**src/rtl/vga_pkg.sv**
```systemverilog
// Shared widths, entry layout and read-ordering state encoding for the
// CPU write FIFO between the graphics write stage and the memory arbiter.
package vga_pkg;

    localparam int DEPTH_DEF = 8;
    localparam int ADDR_W    = 20;
    localparam int PLANE_W   = 8;
    localparam int DATA_W    = 32;
    localparam int ENTRY_W   = ADDR_W + PLANE_W + DATA_W;

    typedef struct packed {
        logic [ADDR_W-1:0]  addr;
        logic [PLANE_W-1:0] plane_en;
        logic [DATA_W-1:0]  data;
    } ff_entry_t;

    typedef enum logic [1:0] {
        RD_IDLE  = 2'd0,
        RD_DRAIN = 2'd1,
        RD_GO    = 2'd2
    } rd_state_t;

endpackage

```
**src/rtl/cpu_ff_ram.sv**
```systemverilog
// Entry storage for the CPU write FIFO: one synchronous write port and one
// asynchronous read port so the head entry is visible without a read cycle.
module cpu_ff_ram #(
    parameter int DEPTH = 8,
    parameter int W     = 60,
    localparam int AW   = $clog2(DEPTH)
) (
    input  logic          clk,
    input  logic          we,
    input  logic [AW-1:0] waddr,
    input  logic [W-1:0]  wdata,
    input  logic [AW-1:0] raddr,
    output logic [W-1:0]  rdata
);

    logic [W-1:0] mem [DEPTH];

    always_ff @(posedge clk) begin
        if (we) begin
            mem[waddr] <= wdata;
        end
    end

    assign rdata = mem[raddr];

endmodule

```
**src/rtl/vga_cpu_wr_fifo.sv**
```systemverilog
// CPU write FIFO: buffers host writes for the memory arbiter and holds off
// graphics reads (rd_go) until every earlier write has been retired.
module vga_cpu_wr_fifo
    import vga_pkg::*;
#(
    parameter int DEPTH     = DEPTH_DEF,
    parameter int AFULL_LVL = 6,
    localparam int PTR_W    = $clog2(DEPTH)
) (
    input  logic                t_mem_clk,
    input  logic                h_reset,
    input  logic                g_memwr,
    input  logic [ADDR_W-1:0]   val_mrdwr_addr,
    input  logic [PLANE_W-1:0]  fin_plane_sel,
    input  logic [DATA_W-1:0]   g_graph_data_out,
    input  logic                g_memrd,
    input  logic                wr_gnt,
    output logic                m_cpu_ff_full,
    output logic                ff_afull,
    output logic                ff_empty,
    output logic [PTR_W:0]      ff_count,
    output logic                wr_req,
    output logic [ADDR_W-1:0]   wr_addr,
    output logic [PLANE_W-1:0]  wr_plane_en,
    output logic [DATA_W-1:0]   wr_data,
    output logic                rd_go,
    output logic                ff_ovfl,
    output rd_state_t           rd_state
);

    localparam logic [PTR_W:0] DEPTH_C = (PTR_W+1)'(DEPTH);
    localparam logic [PTR_W:0] AFULL_C = (PTR_W+1)'(AFULL_LVL);

    logic [PTR_W-1:0] wr_ptr;
    logic [PTR_W-1:0] rd_ptr;
    logic             push;
    logic             pop;
    ff_entry_t        wr_entry;
    ff_entry_t        head;
    rd_state_t        rd_state_nxt;

    // Flags decode from the registered count only, never from this cycle's strobes.
    assign ff_empty      = (ff_count == '0);
    assign m_cpu_ff_full = (ff_count == DEPTH_C);
    assign ff_afull      = (ff_count >= AFULL_C);
    assign wr_req        = !ff_empty;

    // Handshake: an entry retires when wr_req and wr_gnt are both high in a
    // cycle; wr_gnt alone is ignored. A push is taken if there is room or the
    // head leaves in the same cycle.
    assign pop  = wr_req & wr_gnt;
    assign push = g_memwr & (!m_cpu_ff_full | pop);

    assign wr_entry = '{addr: val_mrdwr_addr, plane_en: fin_plane_sel, data: g_graph_data_out};

    cpu_ff_ram #(
        .DEPTH (DEPTH),
        .W     (ENTRY_W)
    ) u_ram (
        .clk   (t_mem_clk),
        .we    (push),
        .waddr (wr_ptr),
        .wdata (wr_entry),
        .raddr (rd_ptr),
        .rdata (head)
    );

    // Stale storage is masked so the head fields read zero when empty.
    assign wr_addr     = wr_req ? head.addr     : '0;
    assign wr_plane_en = wr_req ? head.plane_en : '0;
    assign wr_data     = wr_req ? head.data     : '0;

    always_ff @(posedge t_mem_clk) begin
        if (h_reset) begin
            wr_ptr   <= '0;
            rd_ptr   <= '0;
            ff_count <= '0;
            ff_ovfl  <= 1'b0;
        end else begin
            if (push) wr_ptr <= wr_ptr + 1'b1;
            if (pop)  rd_ptr <= rd_ptr + 1'b1;
            case ({push, pop})
                2'b10:   ff_count <= ff_count + 1'b1;
                2'b01:   ff_count <= ff_count - 1'b1;
                default: ff_count <= ff_count;
            endcase
            if (g_memwr && !push) ff_ovfl <= 1'b1;
        end
    end

    always_ff @(posedge t_mem_clk) begin
        if (h_reset) rd_state <= RD_IDLE;
        else         rd_state <= rd_state_nxt;
    end

    // A write pushed in the same cycle must retire before the read may go.
    always_comb begin
        rd_state_nxt = rd_state;
        case (rd_state)
            RD_IDLE: begin
                if (g_memrd) rd_state_nxt = (ff_empty && !push) ? RD_GO : RD_DRAIN;
            end
            RD_DRAIN: begin
                if (!g_memrd)                rd_state_nxt = RD_IDLE;
                else if (ff_empty && !push)  rd_state_nxt = RD_GO;
            end
            RD_GO: begin
                if (!g_memrd) rd_state_nxt = RD_IDLE;
            end
            default: rd_state_nxt = RD_IDLE;
        endcase
    end

    assign rd_go = (rd_state == RD_GO);

endmodule

```
**config.mk**
```make
export PLATFORM = sky130hd
export DESIGN_NAME = vga_cpu_wr_fifo
export DESIGN_NICKNAME = d
export VERILOG_FILES = /design/src/rtl/vga_pkg.sv /design/src/rtl/cpu_ff_ram.sv /design/src/rtl/vga_cpu_wr_fifo.sv
export SDC_FILE = /design/constraint.sdc
export NUM_CORES = 1
export LEC_CHECK = 0
export ABC_AREA = 1
export CAP_MARGIN = 20
export CORE_ASPECT_RATIO = 1.25
export CORE_MARGIN = 1
export CORE_UTILIZATION = 34
export DETAILED_ROUTE_END_ITERATION = 7
export HOLD_SLACK_MARGIN = 0.05
export MAX_ROUTING_LAYER = met4
export PLACE_DENSITY = 0.5
export SETUP_SLACK_MARGIN = 0.05
export SLEW_MARGIN = 0
export SYNTH_ARGS = -nofsm -noshare
export SYNTH_HDL_FRONTEND = slang
export SYNTH_SLANG_ARGS = --single-unit
```
**constraint.sdc**
```tcl
create_clock -name t_mem_clk -period 4.9 [get_ports t_mem_clk]
set_clock_uncertainty 0.05 [all_clocks]
set_input_delay 0.735 -clock t_mem_clk [delete_from_list [all_inputs] [get_ports t_mem_clk]]
set_output_delay 0.735 -clock t_mem_clk [all_outputs]
set_load 0.005 [all_outputs]
```
# [After elaboration in Yosys (flattened, before gate mapping)]
# Memories as Yosys holds them, arrays and structs flattened. A register that Yosys moved wholly into a read port is not among the register bits.
# Cells that the tools add are included.
[word_totals] ff_bits=13 latch_bits=0 ram_bits=480 romBits=0 inputBits=65 output_inout_bits=72 wordCells=45 memories=1
[memory_table] memory="u_ram.mem" words=8 word_bits=60 read_ports=1 rd_clocked_by_memory_dff=1 write_ports=1 line_no="cpu_ff_ram.sv:16" text="logic [W-1:0] mem [DEPTH];"
[classes] add_sub_neg=4 mul=0 div_mod_pow=0 n_lt_le_gt_ge=1 eq_ne=8 shifts=0 mux=14 bitwise=3 reduce_logical=9
[ops] op="$mux W32" count=1
[ops] op="$mux W20" count=1
[ops] op="$mux W2" count=5
[ops] op="$mux W8" count=1
[ops] op="$pmux W4 S2" count=1
[ops] op="$add A3 B1 Y3 const B" count=2
[ops] op="$mux W3" count=2
[ops] op="$pmux W2 S3" count=1
[ops] op="$add A4 B1 Y4 const B" count=1
[ops] op="$eq A2 B1 Y1 const B" count=2
[ops] op="$eq A2 B2 Y1 const B" count=2
[ops] op="$eq A4 B4 Y1 const B" count=1
[ops] op="$ge A4 B3 Y1 const B" count=1
[ops] op="$logic_not A4 Y1" count=1
[ops] op="$ne A2 B2 Y1 const B" count=2
[ops] op="$sub A4 B1 Y4 const B" count=1
[ops] op="$logic_not A1 Y1" count=3
[ops] op="$ne A3 B3 Y1 const B" count=1
[ops] op="$reduce_and A3 Y1" count=1
[ops] op="$and A1 B1 Y1" count=2
[ops] op="$logic_and A1 B1 Y1" count=2
[ops] op="$logic_not A2 Y1" count=1
[ops] op="$mux W1" count=2
[ops] op="$reduce_bool A2 Y1" count=1
[ops] op="$or A1 B1 Y1" count=1

# [Longest topological paths before layout]
[logic_depth] ltp_word=10 mapped_depth=12 ltp_nobuf=12

# [By module]
# From an unflattened synthesis, not the netlist that was laid out.
[unflattened] cells_unflattened=2310 area_unflattened_um2=22160.0
[modules_own_cells] mod="cpu_ff_ram" n_inst=1 cells_each=2092 area_per_inst_um2=21011.4 seq_area_each_um2=14413.8
[modules_own_cells] mod="vga_cpu_wr_fifo" n_inst=1 cells_each=218 area_per_inst_um2=1148.6 seq_area_each_um2=260.2

# [Worst setup path after synthesis]
# OpenSTA, ideal clock, no wires.
[synth_timing] path_kind="input to register" start="input wr_gnt" end="memory u_ram.mem[0][0], enable pin" arrival_time_ns=3.667 t_required_ns=4.372 path_slack_ns=0.704 stages=6 n_path_buf=0 path_cell_list="inv_1 nand4_1 nand2_1 inv_1 nand2_1 nor2_1"
[synth_via] elab_chain_len=5
[synth_rtl] item="start: declaration" line_no="vga_cpu_wr_fifo.sv:17" text="input logic wr_gnt,"
[synth_rtl] item="$and A1 B1 Y1" line_no="vga_cpu_wr_fifo.sv:51" text="assign pop = wr_req & wr_gnt;"
[synth_rtl] item="$or A1 B1 Y1" line_no="vga_cpu_wr_fifo.sv:52" text="assign push = g_memwr & (!m_cpu_ff_full | pop);"
[synth_rtl] item="$and A1 B1 Y1" line_no="vga_cpu_wr_fifo.sv:52"
[synth_rtl] item="$mux W1" line_no="cpu_ff_ram.sv:19" text="if (we) begin"
[synth_rtl] item="$mux W1 (implied by the code)" line_no="cpu_ff_ram.sv:20" text="mem[waddr] <= wdata;"
[synth_rtl] item="end: declaration" line_no="cpu_ff_ram.sv:16"
# Every way passes these cells.

==> summary.md <==
| Metric | Value |
|---|---|
| CTS tree | `yes` |
| Die W | `217 um` |
| Layout cells sized above 1 | `6.00%` |
| Crit path arrival time | `3.39 ns` |
| Status | `finished, final reports clean` |
| Layout area overhead | `18.9%` |
| Slew Limit Headroom | `30.8%` |
| Setup slack after layout | `0.725 ns` |
| First DRT Iteration DRCs | `807` |
| Reg power frac | `43.1%` |
| Avg WL per Cell | `19.7 um` |
| GP Congestion | `0.733` |
| Register-to-Register Path Depth | `12` |
| Vias in the first global route | `12300` |
| Worst r2r src | `ff_count[1]$_SDFFE_PP0P_` |
| Largest net degree at the start of global routing | `181` |
| # port buffers | `136` |
| Final wirelength | `47900 um` |
| ANT nets after route | `0` |
| Syn nets | `1604` |
| Setup CP Type | `reg -> out` |
| H-tree Lvls | `2` |
| Mapped Cells | `1534` |
| Top delay family on crit path | `buffers and inverters` |
| Sw Ratio | `29.4%` |
| Initial antenna violation count | `5` |
| Seq/Total Area, Yosys | `75.3%` |
| Syn Std Cell Area | `0.0196 mm^2` |
| Synth warnings | `0` |
| Clock sink count | `496` |
| Clk slew on worst S/H paths | `0.06 ns` |
| Die area | `0.0585 mm^2` |
| Worst Hold Endpoint | `ff_ovfl$_SDFFE_PP0P_` |
| Hold Crit Start | `ff_ovfl$_SDFFE_PP0P_` |
| Die height | `270 um` |
| First-pass DRT Iterations | `5` |
| Int Pwr | `0.00808 W` |
| Maximum clock path buffer count | `3` |
| Fmax achieved | `240 MHz` |
| CTS root buffer | `clkbuf_16` |
| CTS hold repair buffers | `0` |
| Max-cap check violation count | `0` |
| Psw | `0.00337 W` |
| Final setup violation count | `0` |
| Post-Place Worst Slack | `1.29 ns` |
| Post-DR vias/cell | `5.05` |
| First-pass GRT wire length | `73300 um` |
| RR Endpoint | `ff_count[3]$_SDFFE_PP0P_` |
| Post-detail-place hpwl | `24100 um` |
| CP startpoint kind | `flip-flop` |
| DR vias | `12300` |
| Slowest cell on the critical path | `dfxtp_4` |
| Syn avg cell area | `12.8 um^2` |
| Crit share post-route | `85.2%` |
| Critical Path Most Common Cell | `nor2_1` |
| Reg2reg setup slack | `2.27 ns` |
| Peak supply drop | `0.444 mV` |
| Final Hold Viols | `0` |
| Min-Delay Path Class | `reg -> reg` |
| Clock power share | `31.5%` |
| Row count | `97` |
| Hold Path Stages | `2` |
| Worst-Skew Late Latency | `0.59 ns` |
| Fill cells | `5301` |
| Tot GR Track Use | `16.8%` |
| Lkg Pwr | `7.71 nW` |
| Yosys cell types | `26` |
| WP data required | `4.12 ns` |
| Crit path time final | `4.18 ns` |
| NumNets Final | `1718` |
| Gr ovfl total | `0` |
| Core Area | `0.0564 mm^2` |
| Crit path capture type | `output port` |
| Finished Layout Cells | `2429` |
| Post-cts resize count | `0` |
| Ports | `137` |
| Max Slew Vio Count | `0` |
| Least-Margin Pin Slew | `1.04 ns` |
| RSZ-0062 raised after global routing | `false` |
| Post-CTS setup buffers | `0` |
| WP buf/inv | `2` |
| Initial Util | `34.7%` |
| Setup TNS | `0 ns` |
| Pwr dens | `492 mW/mm^2` |
| Placed cells | `2338` |
| Critical path's largest stage delay | `0.78 ns` |
| Crit path cell chain | `buf_12 -> o21ai_0 -> o22ai_1 -> nor2_1 -> nor2_1 -> clkdlybuf4s50_1` |
| Clock buffer count from CTS | `50` |
| CP max FO | `136` |
| Yosys reg bits | `496` |
| Total power | `0.0114 W` |
| Combinational share of power | `25.4%` |
| Post-route DRC | `0` |
[power by group through the flow]
| stage | logic [W] | registers [W] | clock network (W) |
|---|---|---|---|
| floorplan | 0.00161 | 0.00497 | 0 |
| global placement | 0.00295 | 0.00502 | 0 |
| detailed placement | 0.00297 | 0.00503 | 0 |
| CTS | 0.00298 | 0.00494 | 0.00371 |
| global route | 0.00324 | 0.00495 | 0.00386 |
| finish | 0.00291 | 0.00493 | 0.00360 |
[through the flow]
step                      hold WS [ns]  cell area, um^2  utilization, %
final                            0.403            23300            41.2
after global routing             0.434            23300            41.2
after CTS                        0.411            23200            41.2
after detailed placement         0.398            21700            38.5
after global placement           0.393            21700            38.5
after floorplan                  0.391            19600               -
[cells in the final DEF (no fill, tap or decap), types with 2 or more instances in the layout]
cell             Yosys  final
a21oi_1              9      9
diode_2              0      5
o211ai_1            60     60
nor2_1             444    436
dfxtp_4              0      3
nor2_4               0      8
o21ai_0            205    205
edfxtp_1           480    480
dfxtp_1             16     13
clkdlybuf4s50_1      0    136
inv_6                0      2
inv_1               21     20
clkbuf_16            0     51
o21ai_1             40     40
ha_1                 4      4
nand3_1              6      6
o22ai_1             60     60
buf_12               0     11
buf_4                2     13
clkinv_2             0      7
nand2_1             82     81
bufinv_16            0      3
clkbuf_1            57      9
clkinv_1             0     14
nand4_1              2      2
[sequential cells by signal, indices dropped and copies added, names as in the netlist, named ones only]
| signal | cells |
|---|---|
| u_ram.mem | 480 |
| ff_ovfl | 1 |
| rd_state | 2 |
| wr_ptr | 3 |
| ff_count | 4 |
| rd_ptr | 3 |
[worst reg2reg max path, cell delays in order (launching register included)]
cell      delay, ns
dfxtp_1        0.37
nor2_1         0.21
nand2_2        0.52
nand3b_1       0.45
inv_1          0.11
ha_1           0.28
nand2_1        0.07
nand2_1        0.06
a21o_1         0.15
nand2_1        0.08
nand3_1        0.07
nand2_1        0.07
nor2_1         0.04
[per-layer routing]
metal / track usage (%) / wire (um) / vias up
met5: - / 0 / -
met4: 4.15 / 901 / 0
met3: 3.73 / 2540 / 69
met2: 27.4 / 23000 / 258
met1: 21.3 / 21400 / 6151
li1: - / - / 5781
[synthesized netlist by cell type]
cell type | count | area [um^2]
ha_1 | 4 | 50.1
a21oi_1 | 9 | 45.0
dfxtp_1 | 16 | 320
edfxtp_1 | 480 | 14400
a31oi_1 | 1 | 6.26
xor2_1 | 1 | 8.76
nor2_1 | 444 | 1670
a21o_1 | 1 | 7.51
buf_8 | 1 | 15.0
o22ai_1 | 60 | 375
nand3_1 | 6 | 30.0
buf_2 | 15 | 75.1
clkbuf_1 | 57 | 214
nand2_1 | 82 | 308
inv_2 | 1 | 3.75
buf_4 | 2 | 15.0
o21ai_1 | 40 | 200
o211ai_1 | 60 | 450
fa_1 | 1 | 20.0
nand3b_1 | 1 | 7.51
inv_1 | 21 | 78.8
buf_1 | 7 | 26.3
buf_6 | 16 | 180
o21ai_0 | 205 | 1030
nand4_1 | 2 | 12.5
xnor2_1 | 1 | 8.76
[worst max path at each step]
stage,from,to,slack (ns),depth (start not counted)
floorplan,wr_gnt,u_ram.mem[0][0]$_DFFE_PP_,0.70,6
global placement,flip-flop,wr_addr[18],1.29,7
detailed placement,flip-flop,wr_plane_en[4],1.29,7
CTS,flip-flop,wr_plane_en[4],0.66,7
global route,flip-flop,wr_data[26],0.51,7
finish,flip-flop,wr_data[31],0.72,6
[logic make-up after synthesis]
logic type,Yosys count,share of synthesized area [%]
XOR/XNOR,2,0.0895
AO/OA/AOI/OAI,376,10.8
adder cells (fa/ha/maj),5,0.358
buffers and inverters,120,3.11
flip-flops,496,75.3
AND/OR/NAND/NOR,535,10.3
[final cells by class]
| class | count | area (um^2) | share of cell area, % |
|---|---|---|---|
| Clock buffer | 60 | 1310 | 5.63 |
| Antenna cell | 5 | 12.5 | 0.0538 |
| Multi-Input combinational cell | 918 | 4290 | 18.4 |
| Tap cell | 742 | 928 | 3.99 |
| Clock inverter | 26 | 213 | 0.914 |
| Inverter | 22 | 88.8 | 0.382 |
| Sequential cell | 496 | 14700 | 63.4 |
| Timing Repair Buffer | 160 | 1680 | 7.22 |
Power figures use the tool's default switching activity.
